[src/rtl/dpr_collision_ctrl_if.sv]
// Requester/RAM bus bundle for dpr_collision_ctrl.
// Carries both requester ports (A, B) and both RAM ports (0, 1).
//   master : client side, which also hosts the RAM that returns ram_dout_*.
//   slave  : the collision controller itself.
interface dpr_collision_ctrl_if #(
  parameter int DW = 8,
  parameter int AW = 12
);

  // Requester A
  logic          a_req;
  logic          a_we;
  logic [AW-1:0] a_addr;
  logic [DW-1:0] a_wdata;
  logic          a_gnt;
  logic [DW-1:0] a_rdata;
  logic          a_rvalid;

  // Requester B
  logic          b_req;
  logic          b_we;
  logic [AW-1:0] b_addr;
  logic [DW-1:0] b_wdata;
  logic          b_gnt;
  logic [DW-1:0] b_rdata;
  logic          b_rvalid;

  // RAM port 0 (serves A)
  logic          ram_we_0;
  logic [AW-1:0] ram_addr_0;
  logic [DW-1:0] ram_din_0;
  logic [DW-1:0] ram_dout_0;

  // RAM port 1 (serves B)
  logic          ram_we_1;
  logic [AW-1:0] ram_addr_1;
  logic [DW-1:0] ram_din_1;
  logic [DW-1:0] ram_dout_1;

  modport master (
    output a_req, a_we, a_addr, a_wdata,
    input  a_gnt, a_rdata, a_rvalid,
    output b_req, b_we, b_addr, b_wdata,
    input  b_gnt, b_rdata, b_rvalid,
    input  ram_we_0, ram_addr_0, ram_din_0,
    output ram_dout_0,
    input  ram_we_1, ram_addr_1, ram_din_1,
    output ram_dout_1
  );

  modport slave (
    input  a_req, a_we, a_addr, a_wdata,
    output a_gnt, a_rdata, a_rvalid,
    input  b_req, b_we, b_addr, b_wdata,
    output b_gnt, b_rdata, b_rvalid,
    output ram_we_0, ram_addr_0, ram_din_0,
    input  ram_dout_0,
    output ram_we_1, ram_addr_1, ram_din_1,
    input  ram_dout_1
  );

endinterface

[src/rtl/dpr_collision_ctrl.sv]
// Dual-port RAM front-end collision controller.
// Requester A drives RAM port 0, requester B drives RAM port 1. A same-address
// access pair in which at least one side writes is a collision; only the side
// selected by the alternating priority pointer is granted, and the pointer
// flips so the loser is served on the following cycle (wait <= 1 cycle).
// Read data is a pass-through of the RAM's registered output, qualified by a
// registered rvalid strobe one cycle after the read grant.
// Optional build macro DPR_COLL_STATS_EN adds a saturating 16-bit collision
// counter (coll_cnt) and a sticky collision flag (coll_seen).
module dpr_collision_ctrl #(
  parameter int DW = 8,
  parameter int AW = 12
) (
  input  logic                 clk,
  input  logic                 rst_n,
  dpr_collision_ctrl_if.slave  bus
`ifdef DPR_COLL_STATS_EN
  ,
  output logic [15:0]          coll_cnt,
  output logic                 coll_seen
`endif
);

  // Priority pointer: which requester wins the next collision.
  typedef enum logic {
    PRI_A = 1'b0,
    PRI_B = 1'b1
  } pri_e;

  pri_e          pri_q, pri_d;

  logic [AW-1:0] a_addr, b_addr;
  logic [DW-1:0] a_wdata, b_wdata;
  logic          same_addr;
  logic          any_write;
  logic          collision;
  logic          a_gnt, b_gnt;
  logic          a_rvalid_q, a_rvalid_d;
  logic          b_rvalid_q, b_rvalid_d;

  assign a_addr    = bus.a_addr;
  assign b_addr    = bus.b_addr;
  assign a_wdata   = bus.a_wdata;
  assign b_wdata   = bus.b_wdata;

  // Two reads of one address are harmless; only a write makes it a conflict.
  assign same_addr = (a_addr == b_addr);
  assign any_write = bus.a_we | bus.b_we;
  assign collision = bus.a_req & bus.b_req & same_addr & any_write;

  // Grant decision, pointer advance and read-valid next state.
  always_comb begin
    pri_d      = pri_q;
    a_gnt      = 1'b0;
    b_gnt      = 1'b0;
    a_rvalid_d = 1'b0;
    b_rvalid_d = 1'b0;
    if (rst_n) begin
      a_gnt = bus.a_req & ~(collision & (pri_q == PRI_B));
      b_gnt = bus.b_req & ~(collision & (pri_q == PRI_A));
      if (collision) begin
        pri_d = (pri_q == PRI_A) ? PRI_B : PRI_A;
      end
      a_rvalid_d = a_gnt & ~bus.a_we;
      b_rvalid_d = b_gnt & ~bus.b_we;
    end
  end

  // Priority pointer register; A wins the first collision after reset.
  always_ff @(posedge clk) begin
    if (!rst_n) begin
      pri_q <= PRI_A;
    end else begin
      pri_q <= pri_d;
    end
  end

  // Read-valid strobes; a read granted just before reset is dropped.
  always_ff @(posedge clk) begin
    if (!rst_n) begin
      a_rvalid_q <= 1'b0;
      b_rvalid_q <= 1'b0;
    end else begin
      a_rvalid_q <= a_rvalid_d;
      b_rvalid_q <= b_rvalid_d;
    end
  end

  // Address/data follow the requester; only a granted port may write.
  assign bus.ram_addr_0 = a_addr;
  assign bus.ram_din_0  = a_wdata;
  assign bus.ram_we_0   = a_gnt & bus.a_we;
  assign bus.ram_addr_1 = b_addr;
  assign bus.ram_din_1  = b_wdata;
  assign bus.ram_we_1   = b_gnt & bus.b_we;

  assign bus.a_gnt    = a_gnt;
  assign bus.b_gnt    = b_gnt;
  assign bus.a_rdata  = bus.ram_dout_0;
  assign bus.b_rdata  = bus.ram_dout_1;
  assign bus.a_rvalid = a_rvalid_q;
  assign bus.b_rvalid = b_rvalid_q;

`ifdef DPR_COLL_STATS_EN
  logic [15:0] coll_cnt_q, coll_cnt_d;
  logic        coll_seen_q, coll_seen_d;

  // Saturating collision count and sticky first-collision flag.
  always_comb begin
    coll_cnt_d  = coll_cnt_q;
    coll_seen_d = coll_seen_q;
    if (collision) begin
      coll_seen_d = 1'b1;
      if (coll_cnt_q != 16'hFFFF) begin
        coll_cnt_d = coll_cnt_q + 16'd1;
      end
    end
  end

  // Statistics registers, cleared by reset.
  always_ff @(posedge clk) begin
    if (!rst_n) begin
      coll_cnt_q  <= 16'd0;
      coll_seen_q <= 1'b0;
    end else begin
      coll_cnt_q  <= coll_cnt_d;
      coll_seen_q <= coll_seen_d;
    end
  end

  assign coll_cnt  = coll_cnt_q;
  assign coll_seen = coll_seen_q;
`endif

endmodule

[src/flat_wrapper.sv]
// flat-port wrapper written by rule: the top's interface ports become plain ports
module dpr_collision_ctrl_flat 
#(
  parameter int DW = 8,
  parameter int AW = 12
)
  (clk, rst_n, bus_a_req, bus_a_we, bus_a_addr, bus_a_wdata, bus_a_gnt, bus_a_rdata, bus_a_rvalid, bus_b_req, bus_b_we, bus_b_addr, bus_b_wdata, bus_b_gnt, bus_b_rdata, bus_b_rvalid, bus_ram_we_0, bus_ram_addr_0, bus_ram_din_0, bus_ram_dout_0, bus_ram_we_1, bus_ram_addr_1, bus_ram_din_1, bus_ram_dout_1);
  dpr_collision_ctrl_if #(.DW(DW), .AW(AW)) bus_i ();
  input  logic clk;
  input  logic rst_n;
  input wire logic [$bits(bus_i.a_req)-1:0] bus_a_req;
  input wire logic [$bits(bus_i.a_we)-1:0] bus_a_we;
  input wire logic [$bits(bus_i.a_addr)-1:0] bus_a_addr;
  input wire logic [$bits(bus_i.a_wdata)-1:0] bus_a_wdata;
  output wire logic [$bits(bus_i.a_gnt)-1:0] bus_a_gnt;
  output wire logic [$bits(bus_i.a_rdata)-1:0] bus_a_rdata;
  output wire logic [$bits(bus_i.a_rvalid)-1:0] bus_a_rvalid;
  input wire logic [$bits(bus_i.b_req)-1:0] bus_b_req;
  input wire logic [$bits(bus_i.b_we)-1:0] bus_b_we;
  input wire logic [$bits(bus_i.b_addr)-1:0] bus_b_addr;
  input wire logic [$bits(bus_i.b_wdata)-1:0] bus_b_wdata;
  output wire logic [$bits(bus_i.b_gnt)-1:0] bus_b_gnt;
  output wire logic [$bits(bus_i.b_rdata)-1:0] bus_b_rdata;
  output wire logic [$bits(bus_i.b_rvalid)-1:0] bus_b_rvalid;
  output wire logic [$bits(bus_i.ram_we_0)-1:0] bus_ram_we_0;
  output wire logic [$bits(bus_i.ram_addr_0)-1:0] bus_ram_addr_0;
  output wire logic [$bits(bus_i.ram_din_0)-1:0] bus_ram_din_0;
  input wire logic [$bits(bus_i.ram_dout_0)-1:0] bus_ram_dout_0;
  output wire logic [$bits(bus_i.ram_we_1)-1:0] bus_ram_we_1;
  output wire logic [$bits(bus_i.ram_addr_1)-1:0] bus_ram_addr_1;
  output wire logic [$bits(bus_i.ram_din_1)-1:0] bus_ram_din_1;
  input wire logic [$bits(bus_i.ram_dout_1)-1:0] bus_ram_dout_1;
  assign bus_i.a_req = bus_a_req;
  assign bus_i.a_we = bus_a_we;
  assign bus_i.a_addr = bus_a_addr;
  assign bus_i.a_wdata = bus_a_wdata;
  assign bus_a_gnt = bus_i.a_gnt;
  assign bus_a_rdata = bus_i.a_rdata;
  assign bus_a_rvalid = bus_i.a_rvalid;
  assign bus_i.b_req = bus_b_req;
  assign bus_i.b_we = bus_b_we;
  assign bus_i.b_addr = bus_b_addr;
  assign bus_i.b_wdata = bus_b_wdata;
  assign bus_b_gnt = bus_i.b_gnt;
  assign bus_b_rdata = bus_i.b_rdata;
  assign bus_b_rvalid = bus_i.b_rvalid;
  assign bus_ram_we_0 = bus_i.ram_we_0;
  assign bus_ram_addr_0 = bus_i.ram_addr_0;
  assign bus_ram_din_0 = bus_i.ram_din_0;
  assign bus_i.ram_dout_0 = bus_ram_dout_0;
  assign bus_ram_we_1 = bus_i.ram_we_1;
  assign bus_ram_addr_1 = bus_i.ram_addr_1;
  assign bus_ram_din_1 = bus_i.ram_din_1;
  assign bus_i.ram_dout_1 = bus_ram_dout_1;
  dpr_collision_ctrl #(.DW(DW), .AW(AW)) u_core (.clk(clk), .rst_n(rst_n), .bus(bus_i));
endmodule
[config.mk]
export PLATFORM = sky130hd
export DESIGN_NAME = dpr_collision_ctrl_flat
export DESIGN_NICKNAME = d
export VERILOG_FILES = /design/src/rtl/dpr_collision_ctrl_if.sv /design/src/rtl/dpr_collision_ctrl.sv /design/src/flat_wrapper.sv
export SDC_FILE = /design/constraint.sdc
export NUM_CORES = 1
export LEC_CHECK = 0
export ABC_AREA = 1
export ABC_CLOCK_PERIOD_IN_PS = 1600
export CAP_MARGIN = 20
export CELL_PAD_IN_SITES_DETAIL_PLACEMENT = 1
export CELL_PAD_IN_SITES_GLOBAL_PLACEMENT = 1
export CORE_MARGIN = 2
export CORE_UTILIZATION = 12
export DETAILED_ROUTE_END_ITERATION = 12
export PLACE_DENSITY_LB_ADDON = 0.1
export SLEW_MARGIN = 10
export SYNTH_ARGS = -nofsm -noshare
export SYNTH_HDL_FRONTEND = slang
export SYNTH_SLANG_ARGS = --single-unit
[constraint.sdc]
create_clock -name clk -period 1.6 [get_ports clk]
set_clock_uncertainty 0.2 [all_clocks]
set_input_delay 0.48 -clock clk [delete_from_list [all_inputs] [get_ports clk]]
set_output_delay 0.48 -clock clk [all_outputs]
set_load 0.01 [all_outputs]
# == After elaboration in Yosys (flattened, before gate mapping) ==
# Index checks and enable logic that the tools add are counted.
# totals
reg_bits,3
latchBits,0
mem_bits_rw,0
rom_bits,0
word_cells,24
n_memories,0
# classes
add_sub_neg,0
n_mul,0
div_mod_pow,0
magnitude_cmp,0
eq_ne,1
shifts,0
mux,3
n_bitwise,17
reduce_logical,0
# op_table
op,count
== test 12 bit,1
AND 1 bit,11
NOT 1 bit,5
2-to-1 mux 1 bit,3
OR 1 bit,1

# == Logic depth before layout (Yosys ltp) ==
# depth
depth_word,8
mapped_depth,9
depth_no_buf,9

# == Least setup slack after synthesis ==
# Ideal clock, no wire load.
# synth_path
path_type,input to output
startpoint,input bus_b_addr[11]
endpoint,output bus_a_gnt
t_arrival_ns,1.108
setup_slack_ns,-0.188
stages,6
path_buffers,0
path_cell_list,xnor2_1 > nand3_1 > nor2_2 > nand3_1 > nand2_2 > inv_1
# synth_via
elab_chain_len,7
# synth_rtl
item,line_no,rtl
from (decl),flat_wrapper.sv:20,input wire logic [$bits(bus_i.b_addr)-1:0] bus_b_addr;
== test 12 bit,dpr_collision_ctrl.sv:47,assign same_addr = (a_addr == b_addr);
AND 1 bit (2 in a row),dpr_collision_ctrl.sv:49,assign collision = bus.a_req & bus.b_req & same_addr & any_write;
AND 1 bit,dpr_collision_ctrl.sv:59,a_gnt = bus.a_req & ~(collision & (pri_q == PRI_B));
NOT 1 bit,dpr_collision_ctrl.sv:59,
AND 1 bit,dpr_collision_ctrl.sv:59,
2-to-1 mux 1 bit,dpr_collision_ctrl.sv:58,if (rst_n) begin
to (decl),flat_wrapper.sv:15,output wire logic [$bits(bus_i.a_gnt)-1:0] bus_a_gnt;
# No other way between the ends.

# == Worst setup path after layout ==
# layout_path
startpoint,input bus_b_addr[6]
endpoint,output bus_ram_we_1
# layout_via
elab_chain_len,8
# layout_rtl
item,line_no,rtl
== test 12 bit,dpr_collision_ctrl.sv:47,
AND 1 bit (2 in a row),dpr_collision_ctrl.sv:49,
AND 1 bit,dpr_collision_ctrl.sv:60,b_gnt = bus.b_req & ~(collision & (pri_q == PRI_A));
NOT 1 bit,dpr_collision_ctrl.sv:60,
AND 1 bit,dpr_collision_ctrl.sv:60,
2-to-1 mux 1 bit,dpr_collision_ctrl.sv:58,
AND 1 bit,dpr_collision_ctrl.sv:95,assign bus.ram_we_1 = b_gnt & bus.b_we;
to (decl),flat_wrapper.sv:29,output wire logic [$bits(bus_i.ram_we_1)-1:0] bus_ram_we_1;
# No other way between the ends.

==> results.md <==
- Synthesized area: 915.9 µm²
- Final core occ: 0.2874
- Vias per cell: 3.418
- Clk_lat worst skew: 210 ps
- Reg2Reg Capture Point: u_core.bus.a_rvalid$_SDFF_PN0_
- Status: complete, but fails checks
- Worst Hold Depth: 3
- Synth warn: 0
- Synth unique cells: 12
- Worst rel slew slack: 0.8888
- Core outline area: 7331 µm²
- Via count of the routed design: 1275
- Number of routed nets with antenna violations: 0
- Most common cell after layout, fill and taps aside: buf_4
- Worst Setup Start Kind: input port
- DP Area: 1435 µm²
- Worst Setup SP: bus_b_addr[6]
- Syn nets: 229
- Die area: 8348 µm²
- Seq/Total Area, Yosys: 0.06557
- Clock buffer count from CTS: 3
- Clock slew at reported path FFs: 30 ps
- CTS tree: built
- CTS root buf: clkbuf_8
- Pins Over Slew Limit: 0
- Largest net degree at the start of global routing: 4
- Grt met1 use: 0.07807
- Failing checks: negative setup slack
- CTS sink cnt: 3
- Avg Cell Area, Syn: 5.484 µm²
- Met3 GRT Util: 0.01328
- R2R cell count: 6
- Final hold slack: 349.9 ps
- VDD IR max: 0.08974 mV
- Reg-to-Reg Start: u_core.pri_q$_SDFFE_PN0N_
- Tot GR Track Use: 0.08748
- DIE WIDTH: 91.37 µm
- Min-Delay Path Class: in -> reg
- Arrival time at the worst endpoint: 1450 ps
- Worst setup EP type: output port
- Fin. Hold Viols: 0
- Ant diodes: 0
- First DRT Iteration DRCs: 20
- GRT overflow: 0
- Max-cap violation count: 0
- Pwr/cell area: 367.2 nW/µm²
- Finish-stage setup viols: 6
- First-pass GRT wire length: 6113 µm
- Critical path peak fanout: 3
- DRC violation count after routing: 0
- Drt total wl: 3602 µm
- Hpwl dp: 2364 µm
- WS Path Type: in -> out
- Synthesized instance count: 167
- Hold Path Sink: u_core.bus.a_rvalid$_SDFF_PN0_
- Routability cong.: 0.6938
- Initial Util: 0.1249
- Layout cells sized above 1: 0.7226
- Most frequent cells in the layout: 97 x buf_4, 24 x nand2_2, 23 x dlygate4sd2_1, 21 x nand2_1, 17 x buf_2
- Clock buffer depth: 2
- Area Overhead vs Synth: 130.1%
- Crit path setup slack, layout: -527.1 ps
- Post-Place Cells: 299
- Leak pwr: 1.195 nW
- Met2 Resource Use GR: 0.1858
- Fmax: 470.1 MHz
- Design area: 2107 µm²
- Global route hottest layer: met2
- Die Y: 91.37 µm
- H-tree Lvls: 1
- Flop2flop setup slack: 450 ps
- Tightest Pin Transition: 166.0 ps
- Number of port buffers: 59
- Ports: 124
- Cell row count: 31
- Post-layout min period: 2127 ps
- Wire per inst: 9.657 µm
- Worst EP required: 920 ps
- RSZ-0062 raised after global routing: yes
- Layout Cells excl Fill: 373
- Nets: 337
- Min-delay src: bus_a_we
- Antenna violations before repair: 0
- Final period util: 1.329
- Vias in the first global route: 1521
- Initial DRT Pass Iterations: 3
- Seq cells post-synth: 3
-- synthesized netlist by cell type, drive strengths merged --
cell type / number / area, µm²
buf: 56 / 420.4
nand2: 50 / 192.7
inv: 30 / 112.6
nor2: 17 / 68.81
nand3: 5 / 25.02
dfxtp: 3 / 60.06
a21oi: 2 / 10.01
nand4: 2 / 12.51
o21ai: 1 / 5.000
xnor2: 1 / 8.760
-- final cells by class --
| type | count | area, µm² |
|---|---|---|
| inverters | 30 | 122.6 |
| repair buffers | 159 | 1276 |
| fillers | 900 | 5224 |
| multi-input cells | 78 | 479.2 |
| clock buffers | 4 | 45.04 |
| flip-flops and latches | 3 | 60.06 |
| well taps | 99 | 123.9 |
-- power breakdown --
group	total (W)	internal, W	switching, W
clock network	0.000219	0.000170	0.0000487
logic	0.000477	0.000290	0.000187
registers	0.0000779	0.0000774	0.000000516
-- state kept, by name, summed over array words and instances (netlist names) --
signal               count
u_core.pri_q             1
u_core.bus.b_rvalid      1
u_core.bus.a_rvalid      1
-- metal layers --
metal,vias up,share of wire
li1,646,-
met1,575,0.31
met2,40,0.59
met3,14,0.069
met4,0,0.030
met5,-,0
-- stage by stage --
stage                     setup slack [ps]  total power [W]  setup TNS (ps)
after global placement               -1289        0.0004059          -21450
after floorplan                     -179.8        0.0002949          -718.5
after CTS                           -557.5        0.0007263           -2702
after detailed placement             -1318        0.0004074          -21730
final                               -527.1        0.0007738           -2573
after global routing                -605.6        0.0008390           -3150
-- worst max-delay path by stage --
stage / cells past startpoint / end
after floorplan: 9 / bus_a_gnt
after global placement: 11 / bus_ram_we_1
after detailed placement: 11 / bus_ram_we_1
after CTS: 12 / bus_ram_we_1
after global routing: 12 / bus_ram_we_1
final: 12 / bus_ram_we_1
-- critical path: stages --
cell	delay (ps)
buf_8	90
inv_4	30
nand2_4	60
nand2_2	50
nor2_2	100
nand2_1	70
nor2_2	110
buf_4	130
nand3_2	70
nand2_2	90
nor2_2	40
buf_2	130
-- repair_timing --
action / 4_1_cts / 5_1_grt
endpoints found under the setup margin: 33 / 10
gates resized for setup: 196 / 64
pin swaps: 34 / 40
endpoints found under the hold margin: 0 / 0
setup buffers: 69 / 3
hold buffers: 0 / 0
-- logic make-up after synthesis --
kind of cell	Yosys count	share of synthesized area
AOI/OAI and AO/OA	3	0.01639
xor gates and xnor gates	1	0.009565
buffers and inverters	86	0.5820
DFF	3	0.06558
and+or+nand+nor	74	0.3265
No activity file was read; power rests on OpenSTA's default activity.
==> variant (config.mk and constraints unchanged) <==
`AW` is set to 12 in 3 places; all go to 13.
--- a/src/rtl/dpr_collision_ctrl_if.sv
+++ b/src/rtl/dpr_collision_ctrl_if.sv
@@ -5,5 +5,5 @@
 interface dpr_collision_ctrl_if #(
   parameter int DW = 8,
-  parameter int AW = 12
+  parameter int AW = 13
 );
 
--- a/src/rtl/dpr_collision_ctrl.sv
+++ b/src/rtl/dpr_collision_ctrl.sv
@@ -10,5 +10,5 @@
 module dpr_collision_ctrl #(
   parameter int DW = 8,
-  parameter int AW = 12
+  parameter int AW = 13
 ) (
   input  logic                 clk,
--- a/src/flat_wrapper.sv
+++ b/src/flat_wrapper.sv
@@ -3,5 +3,5 @@
 #(
   parameter int DW = 8,
-  parameter int AW = 12
+  parameter int AW = 13
 )
   (clk, rst_n, bus_a_req, bus_a_we, bus_a_addr, bus_a_wdata, bus_a_gnt, bus_a_rdata, bus_a_rvalid, bus_b_req, bus_b_we, bus_b_addr, bus_b_wdata, bus_b_gnt, bus_b_rdata, bus_b_rvalid, bus_ram_we_0, bus_ram_addr_0, bus_ram_din_0, bus_ram_dout_0, bus_ram_we_1, bus_ram_addr_1, bus_ram_din_1, bus_ram_dout_1);
Interface: changed (resized bus_a_addr, bus_b_addr, bus_ram_addr_0 and bus_ram_addr_1); port bits go from 124 to 128. The function was not compared with the original's and may differ.
==> variant against the unedited design <==
The flow still finishes with violations (setup timing); total power fell by 0.29%; area after synthesis rose by 9.7%; wire length fell by 4.5%; die area rose by 9.3%; sequential cell count did not move; utilization fell by 3.1 points; cell area fell by 0.59%; fmax barely moved; critical path type unchanged; sequential power barely moved; setup slack improved by 0.00071 ns.
==> variant: results (changes against the unedited design) <==
* Hold depth at 2 (-1)
* Met3 Resource Use GR at 0.0174 (+0.00411)
* Min setup slack post-route at -0.526 ns (+0.000705 ns)
* Dpl cells at 319 (+6.7%)
* Failing checks: setup timing
* Outcome: finished with violations
* Cell count after synthesis at 182 (+9.0%)
* Fin cells at 374 (+0.27%)
* Met3 wire len at 300 µm (+20%)
* Dpl ws at -1.38 ns (-0.0594 ns)
* Vias in the first global route at 1282 (-16%)
* Peak VDD IR at 0.505 mV (+460%)
* Top post-synthesis cells by area: buf_4, nand2_1, inv_1, nor2_1, dfxtp_1
* Design area at 0.00209 mm² (-0.59%)
* Vias at 1227 (-3.8%)
* GRT Util Overall at 0.0743 (-0.0132)
* DRT iter0 DRCs at 14 (-30%)
* Tightest Pin Transition at 0.149 ns (-0.0165 ns)
* Port Buffer Count at 63 (+6.8%)
* Filler instances at 1029 (+14%)
* Reg-to-reg endpoint: u_core.bus.b_rvalid
* Post-detail-place hpwl at 2.47 mm (+4.5%)
* Met2 Wirelength at 1.82 mm (-14%)
* Net count, final at 334 (-0.89%)
* Setup TNS Final at -2.51 ns (+0.0655 ns)
* Synth Area in XOR/XNOR at 0 (-0.00956)
* Max layer used: met3
* Post-synth net total at 246 (+7.4%)
* Hold EP: u_core.bus.b_rvalid
* Hold slack at 0.252 ns (-0.0981 ns)
* Commonest cells post-synth: buf_4, nand2_1, inv_1
* First-pass GRT wire length at 5.42 mm (-11%)
* Placed inst area at 0.00153 mm² (+6.9%)
* Setup Viol. Count Final at 5 (-1)
* Share of cells above drive strength 1 at 0.703 (-0.0200)
* Compound-Gate Fraction of Synth Area at 0.00498 (-0.0114)
* Seq/Total Area, Yosys at 0.0598 (-0.00580)
* GR Layer Usage met2 at 0.143 (-0.0426)
* Final wirelength at 3.44 mm (-4.5%)
* RePlAce Congestion at 0.604 (-13%)
* DRT met1 WL at 1.32 mm (+18%)
variant: cell types whose count changed after synthesis, sizes merged, moves of 2 or more:
cell	change
nor2	+4
buf	+2
inv	+4
nand3	-2
nand2	+10
variant: final cells by class:
| class | instances | share of cell area |
|---|---|---|
| Timing Repair Buffer | 141 | 0.577 |
| Multi-Input combinational cell | 87 | 0.248 |
| Tap cell | 105 | 0.0627 |
| Inverter | 34 | 0.0621 |
| Sequential cell | 3 | 0.0287 |
| Clock buffer | 4 | 0.0215 |
variant: report_power, final:
| part | switching [mW] | leakage [nW] | internal (mW) |
|---|---|---|---|
| Combinational | 0.191 | 1.12 | 0.286 |
| Clock | 0.0468 | 0.0228 | 0.170 |
| Sequential | 0.000473 | 0.0245 | 0.0774 |
| Total | 0.239 | 1.17 | 0.533 |
variant: worst max-delay path, stage by stage:
cell and delay, ns:
buf_8 0.08, inv_2 0.03, nand2_2 0.06, nand2_2 0.06, nor2_4 0.11, nand2_2 0.06, nor2_4 0.12, buf_6 0.11
nand3_4 0.07, nand2_4 0.08, nor2_1 0.04, buf_2 0.13
variant: worst max-delay path by stage:
stage	from	to	slack, ns	cells past startpoint
after global routing	bus_a_addr[5]	bus_ram_we_1	-0.61	12
final	bus_a_addr[10]	bus_ram_we_1	-0.53	12
after global placement	bus_b_addr[10]	bus_b_gnt	-1.37	11
after floorplan	bus_a_we	bus_a_gnt	-0.19	9
after CTS	bus_b_addr[0]	bus_ram_we_1	-0.57	12
after detailed placement	bus_b_addr[10]	bus_b_gnt	-1.38	11
variant: kinds of logic (layout without fill, tap and decap cells):
family	Yosys count	count (layout)
compound gates	1	1
flops	3	3
buf+inv	92	179
simple gates	86	86
variant: what timing repair did:
action / CTS / global route
buffers inserted: 61 / 5
endpoints found under the setup margin: 35 / 9
resized for setup: 252 / 33
pin swaps: 47 / 24
